File: config.mk
export PLATFORM = sky130hd
export DESIGN_NAME = dice_or_lights_gen
export DESIGN_NICKNAME = d
export VERILOG_FILES = /design/src/rtl/dice_lights_pkg.sv /design/src/rtl/traffic_light_fsm.sv /design/src/rtl/dice_or_lights_gen.sv
export SDC_FILE = /design/constraint.sdc
export NUM_CORES = 1
export LEC_CHECK = 0
export ABC_AREA = 1
export CORE_AREA = 2 2 39 41
export DETAILED_ROUTE_END_ITERATION = 10
export DIE_AREA = 0 0 41 43
export DONT_BUFFER_PORTS = 1
export SYNTH_ARGS = -nofsm -noshare
export SYNTH_HDL_FRONTEND = slang
export SYNTH_SLANG_ARGS = --single-unit
File: constraint.sdc
create_clock -name clk -period 2.2 [get_ports clk]
set_clock_uncertainty 0.2 [all_clocks]
set_input_delay 0.22 -clock clk [delete_from_list [all_inputs] [get_ports clk]]
set_output_delay 0.22 -clock clk [all_outputs]
set_load 0.02 [all_outputs]
File: src/rtl/dice_lights_pkg.sv
`default_nettype none
// ============================================================================
// Module      : dice_lights_pkg
// Description : Light state enum, {red,amber,green} encodings and a timer-width
//               helper shared by the dice/lights output stage.
// Revision    : 1.0 - initial release
// ============================================================================
package dice_lights_pkg;

    typedef enum logic [1:0] {
        ST_RED       = 2'd0,
        ST_RED_AMBER = 2'd1,
        ST_GREEN     = 2'd2,
        ST_AMBER     = 2'd3
    } light_state_e;

    // Bit order is {red, amber, green}
    localparam logic [2:0] c_LIGHTS_RED       = 3'b100;
    localparam logic [2:0] c_LIGHTS_RED_AMBER = 3'b110;
    localparam logic [2:0] c_LIGHTS_GREEN     = 3'b001;
    localparam logic [2:0] c_LIGHTS_AMBER     = 3'b010;

    function automatic int timer_width(input int max_dwell);
        int w;
        w = $clog2(max_dwell + 1);
        return (w < 1) ? 1 : w;
    endfunction

endpackage
`default_nettype wire

File: src/rtl/traffic_light_fsm.sv
`default_nettype none
// ============================================================================
// Module      : traffic_light_fsm
// Description : Four-phase traffic-light controller with per-phase dwell counts.
//               Optional macro TL_PED_REQUEST_EN holds GREEN until req is seen.
// Revision    : 1.0 - initial release
// ============================================================================
module traffic_light_fsm
    import dice_lights_pkg::*;
#(
    parameter int RED_CYCLES       = 4,
    parameter int RED_AMBER_CYCLES = 1,
    parameter int GREEN_CYCLES     = 4,
    parameter int AMBER_CYCLES     = 1
) (
    input  logic       clk,
    input  logic       rst,
    input  logic       req,
    output logic [2:0] lights
);

    localparam int c_MAX_A     = (RED_CYCLES > RED_AMBER_CYCLES) ? RED_CYCLES : RED_AMBER_CYCLES;
    localparam int c_MAX_B     = (GREEN_CYCLES > AMBER_CYCLES) ? GREEN_CYCLES : AMBER_CYCLES;
    localparam int c_MAX_DWELL = (c_MAX_A > c_MAX_B) ? c_MAX_A : c_MAX_B;
    localparam int c_TIMER_W   = timer_width(c_MAX_DWELL);

    localparam logic [c_TIMER_W-1:0] c_RED_LAST       = c_TIMER_W'(RED_CYCLES - 1);
    localparam logic [c_TIMER_W-1:0] c_RED_AMBER_LAST = c_TIMER_W'(RED_AMBER_CYCLES - 1);
    localparam logic [c_TIMER_W-1:0] c_GREEN_LAST     = c_TIMER_W'(GREEN_CYCLES - 1);
    localparam logic [c_TIMER_W-1:0] c_AMBER_LAST     = c_TIMER_W'(AMBER_CYCLES - 1);

    light_state_e           r_state;
    light_state_e           w_state_nxt;
    logic [c_TIMER_W-1:0]   r_timer;
    logic [c_TIMER_W-1:0]   w_timer_nxt;
    logic [c_TIMER_W-1:0]   w_last;

`ifndef TL_PED_REQUEST_EN
    logic w_unused_req;
    assign w_unused_req = req;
`endif

    always_ff @(posedge clk) begin
        if (rst) begin
            r_state <= ST_RED;
            r_timer <= '0;
        end else begin
            r_state <= w_state_nxt;
            r_timer <= w_timer_nxt;
        end
    end

    always_comb begin
        w_state_nxt = r_state;
        w_timer_nxt = r_timer + 1'b1;
        w_last      = c_RED_LAST;
        lights      = c_LIGHTS_RED;

        case (r_state)
            ST_RED: begin
                w_last = c_RED_LAST;
                lights = c_LIGHTS_RED;
            end
            ST_RED_AMBER: begin
                w_last = c_RED_AMBER_LAST;
                lights = c_LIGHTS_RED_AMBER;
            end
            ST_GREEN: begin
                w_last = c_GREEN_LAST;
                lights = c_LIGHTS_GREEN;
            end
            ST_AMBER: begin
                w_last = c_AMBER_LAST;
                lights = c_LIGHTS_AMBER;
            end
            default: begin
                w_last = c_RED_LAST;
                lights = c_LIGHTS_RED;
            end
        endcase

        if (r_timer == w_last) begin
            w_timer_nxt = '0;
            case (r_state)
                ST_RED:       w_state_nxt = ST_RED_AMBER;
                ST_RED_AMBER: w_state_nxt = ST_GREEN;
                ST_GREEN:     w_state_nxt = ST_AMBER;
                ST_AMBER:     w_state_nxt = ST_RED;
                default:      w_state_nxt = ST_RED;
            endcase
`ifdef TL_PED_REQUEST_EN
            // Expired GREEN parks with a saturated timer until a request arrives
            if ((r_state == ST_GREEN) && !req) begin
                w_state_nxt = r_state;
                w_timer_nxt = r_timer;
            end
`endif
        end
    end

endmodule
`default_nettype wire

File: src/rtl/dice_or_lights_gen.sv
`default_nettype none
// ============================================================================
// Module      : dice_or_lights_gen
// Description : N-faced die and traffic-light controller running concurrently;
//               sel picks which one drives result. Optional macro:
//               TL_PED_REQUEST_EN (button doubles as pedestrian request).
// Revision    : 1.0 - initial release
// ============================================================================
module dice_or_lights_gen
    import dice_lights_pkg::*;
#(
    parameter int DICE_FACES       = 6,
    parameter int W                = 3,
    parameter int RED_CYCLES       = 4,
    parameter int RED_AMBER_CYCLES = 1,
    parameter int GREEN_CYCLES     = 4,
    parameter int AMBER_CYCLES     = 1
) (
    input  logic         clk,
    input  logic         rst,
    input  logic         button,
    input  logic         sel,
    output logic [W-1:0] result
);

    localparam logic [W-1:0] c_DIE_MAX = W'(DICE_FACES);

    logic [W-1:0] r_die;
    logic [2:0]   w_lights;
    logic [W-1:0] w_lights_ext;

    // 0 only exists after reset; the first press lands on 1 via the increment
    always_ff @(posedge clk) begin
        if (rst) begin
            r_die <= '0;
        end else if (button) begin
            r_die <= (r_die == c_DIE_MAX) ? W'(1) : r_die + 1'b1;
        end
    end

    traffic_light_fsm #(
        .RED_CYCLES       (RED_CYCLES),
        .RED_AMBER_CYCLES (RED_AMBER_CYCLES),
        .GREEN_CYCLES     (GREEN_CYCLES),
        .AMBER_CYCLES     (AMBER_CYCLES)
    ) u_traffic_light_fsm (
        .clk    (clk),
        .rst    (rst),
        .req    (button),
        .lights (w_lights)
    );

    generate
        if (W > 3) begin : g_wide_result
            assign w_lights_ext = {{(W-3){1'b0}}, w_lights};
        end else begin : g_narrow_result
            assign w_lights_ext = w_lights;
        end
    endgenerate

    assign result = sel ? w_lights_ext : r_die;

endmodule
`default_nettype wire

==> out/results.txt, run 1 <==
Worst-path fanout max -> 4
Fin crit share -> 0.802
Worst slew pin tran -> 0.630 ns
Top post-synthesis cells by count -> nor2_1 (9), dfxtp_1 (8), inv_1 (8)
Critical path cell sequence -> inv_2 -> ha_1 -> o21ai_0 -> o21ai_0
Sequential share of the synthesized area -> 0.387
CTS buffer count -> 3
DP HPWL -> 565 um
Hold-fix buffers, CTS -> 3
Setup TNS -> 0 ns
Total congestion overflow -> 0
DR DRC count -> 0
DR vias -> 347
Seq cells post-synth -> 8
Syn nets -> 65
Reg2reg end -> r_die[2]$_SDFFE_PP0P_
Top post-synthesis cells by area -> dfxtp_1 (39%), ha_1 (12%), nor2_1 (8.2%), inv_1 (7.3%), a21oi_1 (4.8%)
Metal2 WL -> 364 um
Worst VDD drop -> 0.172 mV
Layout cell share with drive strength beyond 1 -> 0.159
RSZ-0062 raised after global routing -> false
Rel. slew slack -> 0.575
Routed Antenna Nets -> 0
Die footprint -> 1760 sq um
Chip width -> 41 um
N_diodes -> 0
Most common cell in the netlist -> nor2_1
Minimum clock period -> 1.76 ns
Gr usage total -> 0.0954
Multi-input logic area -> 209 sq um
Routed metal-1 wire length -> 346 um
Critical path required time -> 1.78 ns
# rows -> 14
First-pass GRT wire length -> 1170 um
Die Ht -> 43 um
Max Freq -> 0.567 GHz
CTS sink cnt -> 8
Max incr delay on CP -> 0.39 ns
Final Slew Violations -> 0
Critical path class -> register to output pin
Setup bufs post-CTS -> 0
Largest area contributor in the netlist -> dfxtp_1
Final #Nets -> 73
Bufs and invs on worst path -> 1
Hold Fails Final Rpt -> 0
Synthesis-to-finish area growth -> 17.5%
Largest net degree at the start of global routing -> 7
Worst reg2reg startpoint -> r_die[1]$_SDFFE_PP0P_
Critical path endpoint category -> output pin
Arr. time, crit path -> 1.34 ns
Starting Density -> 0.299
Setup violations, final -> 0
Post-synth ARST share -> 0
CTS clk-pin slew, worst paths -> 0.06 ns
Hold Path End -> r_die[1]$_SDFFE_PP0P_
Startpoint Class -> register
Hold Crit Depth -> 3
DRT iter0 DRCs -> 7
Leak Pwr -> 0.219 nW
Number of global-route vias before repair -> 345
Fill cell count -> 153
Synth Area per Inst -> 7.27 sq um
EDFF count, synth -> 0
Hold WS -> 0.0317 ns
Number of max-cap violations -> 0
Top-area cell type share of the netlist area -> 0.387
Min-delay src -> button
Worst r2r path cells -> 4
Power Density -> 793 nW/um^2
Top Metal Used -> met3
Critical path's top delay family -> compound AO/OA/AOI/OAI gates
Hold Crit Class -> input port to register
Met3 WL -> 17 um
R2R setup slack -> 0.72 ns
Routability cong. -> 0.659
Core area -> 1380 sq um
Worst-Skew Late Latency -> 0.25 ns
Critical Path Slowest Stage Cell -> dfxtp_1
WL/cell -> 9.20 um
CTS root buf -> clkbuf_4
Initial antenna violation count -> 0
Main synth FF type -> dfxtp_1
Seq. cell area -> 160 sq um
Outcome -> completed
Yosys warns -> 0
H-Tree Depth -> 1
Final WL -> 727 um
Crit-path most repeated cell -> o21ai_0
Router iterations before antenna repair -> 4
I/O Buffers -> 0
Post-CTS Resized -> 0
DR vias/cell -> 4.39
Post-Syn Instances -> 57
Mapped Area -> 414 sq um
Yosys cell types -> 14
Clk buf depth -> 2
CTS tree -> yes
Ports -> 7
[per-stage QoR]
stage          setup WS (ns)  power (mW)  instances  utilization  instance area [sq um]
6_report               0.435       0.386         79        0.352                    487
3_5_place_dp           0.681       0.271         73        0.314                    434
3_3_place_gp           0.756       0.269         73        0.314                    434
2_1_floorplan          0.790       0.256         57            -                    414
4_1_cts                0.408       0.391         79        0.352                    487
5_1_grt                0.311       0.418         79        0.352                    487
[routing by layer]
| layer | vias up | track usage |
|---|---|---|
| met5 | - | 0 |
| met4 | 0 | 0.0800 |
| met3 | 0 | 0 |
| met2 | 4 | 0.172 |
| met1 | 152 | 0.0900 |
| li1 | 191 | - |
[cells in the final DEF, fill, tap and decap left out]
master,netlist,routed
a211oi_1,1,1
clkbuf_4,0,3
dfxtp_1,8,8
ha_1,4,4
nor2_1,9,9
nand2_1,5,5
inv_1,8,8
o21ai_0,4,4
nand3_1,4,4
o21ai_1,1,1
dlygate4sd3_1,0,3
a21oi_1,4,4
nand2_2,3,3
inv_2,4,4
a31oi_1,1,1
xnor2_1,1,1
[worst max path at each step]
stage,cells past startpoint,startpoint,slack (ns),to
after global placement,4,u_traffic_light_fsm.r_state[0]$_SDFFE_PP0N_,0.76,result[2]
after floorplan,4,u_traffic_light_fsm.r_state[0]$_SDFFE_PP0N_,0.79,result[2]
after CTS,4,u_traffic_light_fsm.r_state[0]$_SDFFE_PP0N_,0.41,result[2]
after global routing,4,u_traffic_light_fsm.r_state[0]$_SDFFE_PP0N_,0.31,result[2]
final,4,u_traffic_light_fsm.r_state[0]$_SDFFE_PP0N_,0.44,result[2]
after detailed placement,4,u_traffic_light_fsm.r_state[0]$_SDFFE_PP0N_,0.68,result[2]
[logic make-up after synthesis]
family,count (synthesis),synth area share
flops,8,0.387
compound gates,11,0.142
buf+inv,12,0.109
xor+xnor,1,0.0212
simple gates,21,0.221
fa+ha+maj,4,0.121
[report_power, final]
| group | switching (mW) | total [mW] | internal (mW) |
|---|---|---|---|
| combinational | 0.0566 | 0.0915 | 0.0350 |
| clock | 0.0512 | 0.114 | 0.0625 |
| sequential | 0.0174 | 0.181 | 0.163 |
| total | 0.125 | 0.386 | 0.261 |
[final cells by class]
class / count / share of cell area
clock buffer: 3 / 0.0463
sequential: 8 / 0.329
inverter: 12 / 0.0925
multi-input combinational: 37 / 0.429
timing repair buffer: 3 / 0.0617
tap: 16 / 0.0411
[worst min-delay path, cell delays in order]
cell and delay, ns:
nand2_1 0.07, a21oi_1 0.05, nor2_1 0.11
[sequential cells by signal (all words and copies together) (netlist names)]
name                         flops
r_die                            3
u_traffic_light_fsm.r_timer      3
u_traffic_light_fsm.r_state      2
Power figures use the tool's default switching activity.
==> inputs of run 2 (changes only) <==
==> constraint.sdc (replaced) <==
create_clock -name clk -period 1.6 [get_ports clk]
set_clock_uncertainty 0.2 [all_clocks]
set_input_delay 0.16 -clock clk [delete_from_list [all_inputs] [get_ports clk]]
set_output_delay 0.16 -clock clk [all_outputs]
set_load 0.02 [all_outputs]
==> out/results.txt, run 2 (synthesis gave the netlist of run 1 again) <==
Final WL -> 741 um (was 727 um)
Fill cell count -> 145 (was 153)
Max Freq -> 0.659 GHz
Layout cell share with drive strength beyond 1 -> 0.206 (was 0.159)
Die footprint -> 1760 sq um (unchanged)
Worst r2r path cells -> 4 (unchanged)
Hold Crit Depth -> 3 (unchanged)
Initial antenna violation count -> 0 (unchanged)
Ports -> 7 (unchanged)
Commonest non-fill, non-tap cell in the layout -> nor2_1 (unchanged)
DRT iter0 DRCs -> 2 (was 7)
Outcome -> completed (unchanged)
Minimum clock period -> 1.52 ns
Arr. time, crit path -> 1.51 ns (was 1.34 ns)
Core area -> 1380 sq um (unchanged)
H-Tree Depth -> 1 (unchanged)
Hold Crit Class -> input port to register (unchanged)
Worst-Skew Late Latency -> 0.25 ns (about the same)
Routability cong. -> 0.657 (was 0.659)
CTS clk-pin slew, worst paths -> 0.05 ns (was 0.06 ns)
CTS buffer count -> 3 (unchanged)
Hold Fails Final Rpt -> 0 (unchanged)
Fin util -> 0.360 (was 0.352)
Setup TNS -> 0 ns (unchanged)
Worst-path fanout max -> 3 (was 4)
Critical path endpoint category -> register (was output pin)
Gr usage total -> 0.0963 (was 0.0954)
Total congestion overflow -> 0 (unchanged)
R2R setup slack -> 0.10 ns (was 0.72 ns)
Reg2reg end -> r_die[2]$_SDFFE_PP0P_ (unchanged)
DR vias -> 337 (was 347)
N_diodes -> 0 (unchanged)
Startpoint Class -> input port (was register)
Crit path launch -> rst (was u_traffic_light_fsm.r_state[0]$_SDFFE_PP0N_)
Die Ht -> 43 um (unchanged)
Most frequent cells in the layout -> nor2_1 (9), inv_1 (8), dfxtp_1 (7) (was nor2_1 (9), inv_1 (8), dfxtp_1 (8))
Hold Path End -> r_die[0]$_SDFFE_PP0P_ (was r_die[1]$_SDFFE_PP0P_)
Rel. slew slack -> 0.697 (was 0.575)
CTS root buf -> clkbuf_4 (unchanged)
Final Slew Violations -> 0 (unchanged)
Biggest regs -> r_die: 3 flops, u_traffic_light_fsm.r_timer: 3 flops, u_traffic_light_fsm.r_state: 2 flops (unchanged)
Clk buf depth -> 2 (unchanged)
Worst VDD drop -> 0.242 mV (was 0.172 mV)
Critical path required time -> 1.60 ns (was 1.78 ns)
Final std cells w/o fill -> 79 (unchanged)
Power Density -> 1080 nW/um^2 (was 793 nW/um^2)
Leak Pwr -> 0.231 nW (was 0.219 nW)
Setup violations, final -> 0 (unchanged)
WL/cell -> 9.38 um (was 9.20 um)
Starting Density -> 0.299 (unchanged)
CTS sink cnt -> 8 (unchanged)
I/O Buffers -> 0 (unchanged)
Routed Antenna Nets -> 0 (unchanged)
Critical path class -> input port to register (was register to output pin)
Chip width -> 41 um (unchanged)
Fin crit share -> 0.948
Number of max-cap violations -> 0 (unchanged)
Post-Place Cells -> 73 (unchanged)
Final #Nets -> 73 (unchanged)
First-pass GRT wire length -> 1120 um (was 1170 um)
CTS tree -> yes (unchanged)
Worst reg2reg startpoint -> r_die[1]$_SDFFE_PP0P_ (unchanged)
DR vias/cell -> 4.27 (was 4.39)
DR DRC count -> 0 (unchanged)
Min-delay src -> button (unchanged)
# rows -> 14 (unchanged)
DP HPWL -> 587 um (was 565 um)
Synthesis-to-finish area growth -> 20.2% (was 17.5%)
Number of global-route vias before repair -> 325 (was 345)
RSZ-0062 raised after global routing -> false (unchanged)
Worst slew pin tran -> 0.456 ns (was 0.630 ns)
Router iterations before antenna repair -> 2 (was 4)
Largest net degree at the start of global routing -> 7 (unchanged)
==> run 2: layer usage <==
layer,routed length [um],track usage
met1,348,0.0962
met2,369,0.159
met3,23,0
met4,0,0.100
met5,0,0
==> run 2: metrics by stage <==
stage	worst slack [ns]	power, mW	cell area, sq um	hold WS [ns]
after detailed placement	0.171	0.374	434	0.0449
after floorplan	0.250	0.351	414	0.0385
final	0.0828	0.540	498	0.104
after global routing	0.0173	0.585	498	0.157
after global placement	0.216	0.370	434	0.0435
after CTS	0.00301	0.543	492	0.200
==> run 2: critical path, stage by stage <==
cell and delay [ns]:
dlygate4sd3_1 0.59, a211oi_1 0.20, dlygate4sd3_1 0.56
==> run 2: area by class of cell <==
class | count | area (sq um) | share of cell area
clock buffers | 3 | 22.5 | 0.0452
inverters | 12 | 45.0 | 0.0905
multi-input cells | 37 | 216 | 0.435
flip-flops and latches | 8 | 161 | 0.324
well taps | 16 | 20.0 | 0.0402
repair buffers | 3 | 32.5 | 0.0653
==> run 2: power breakdown <==
group          switching [mW]  internal (mW)  total (mW)
Combinational          0.0809         0.0536       0.135
Clock                  0.0701         0.0860       0.156
Sequential             0.0242          0.225       0.250
Total                   0.175          0.365       0.540
==> run 2: worst max path at each step <==
stage	end	slack, ns	cells after the start
2_1_floorplan	result[2]	0.25	4
3_3_place_gp	result[2]	0.22	4
3_5_place_dp	result[2]	0.17	4
4_1_cts	r_die[2]$_SDFFE_PP0P_	0.003	4
5_1_grt	result[2]	0.02	4
6_report	r_die[2]$_SDFFE_PP0P_	0.08	3
==> run 2: what timing repair did <==
| action | in CTS | in global routing |
|---|---|---|
| endpoints found under the setup margin | 2 | 3 |
| hold buffers | 3 | 0 |
| setup buffers | 0 | 0 |
| gates resized for setup | 3 | 4 |
| hold endpoints to repair | 8 | 0 |
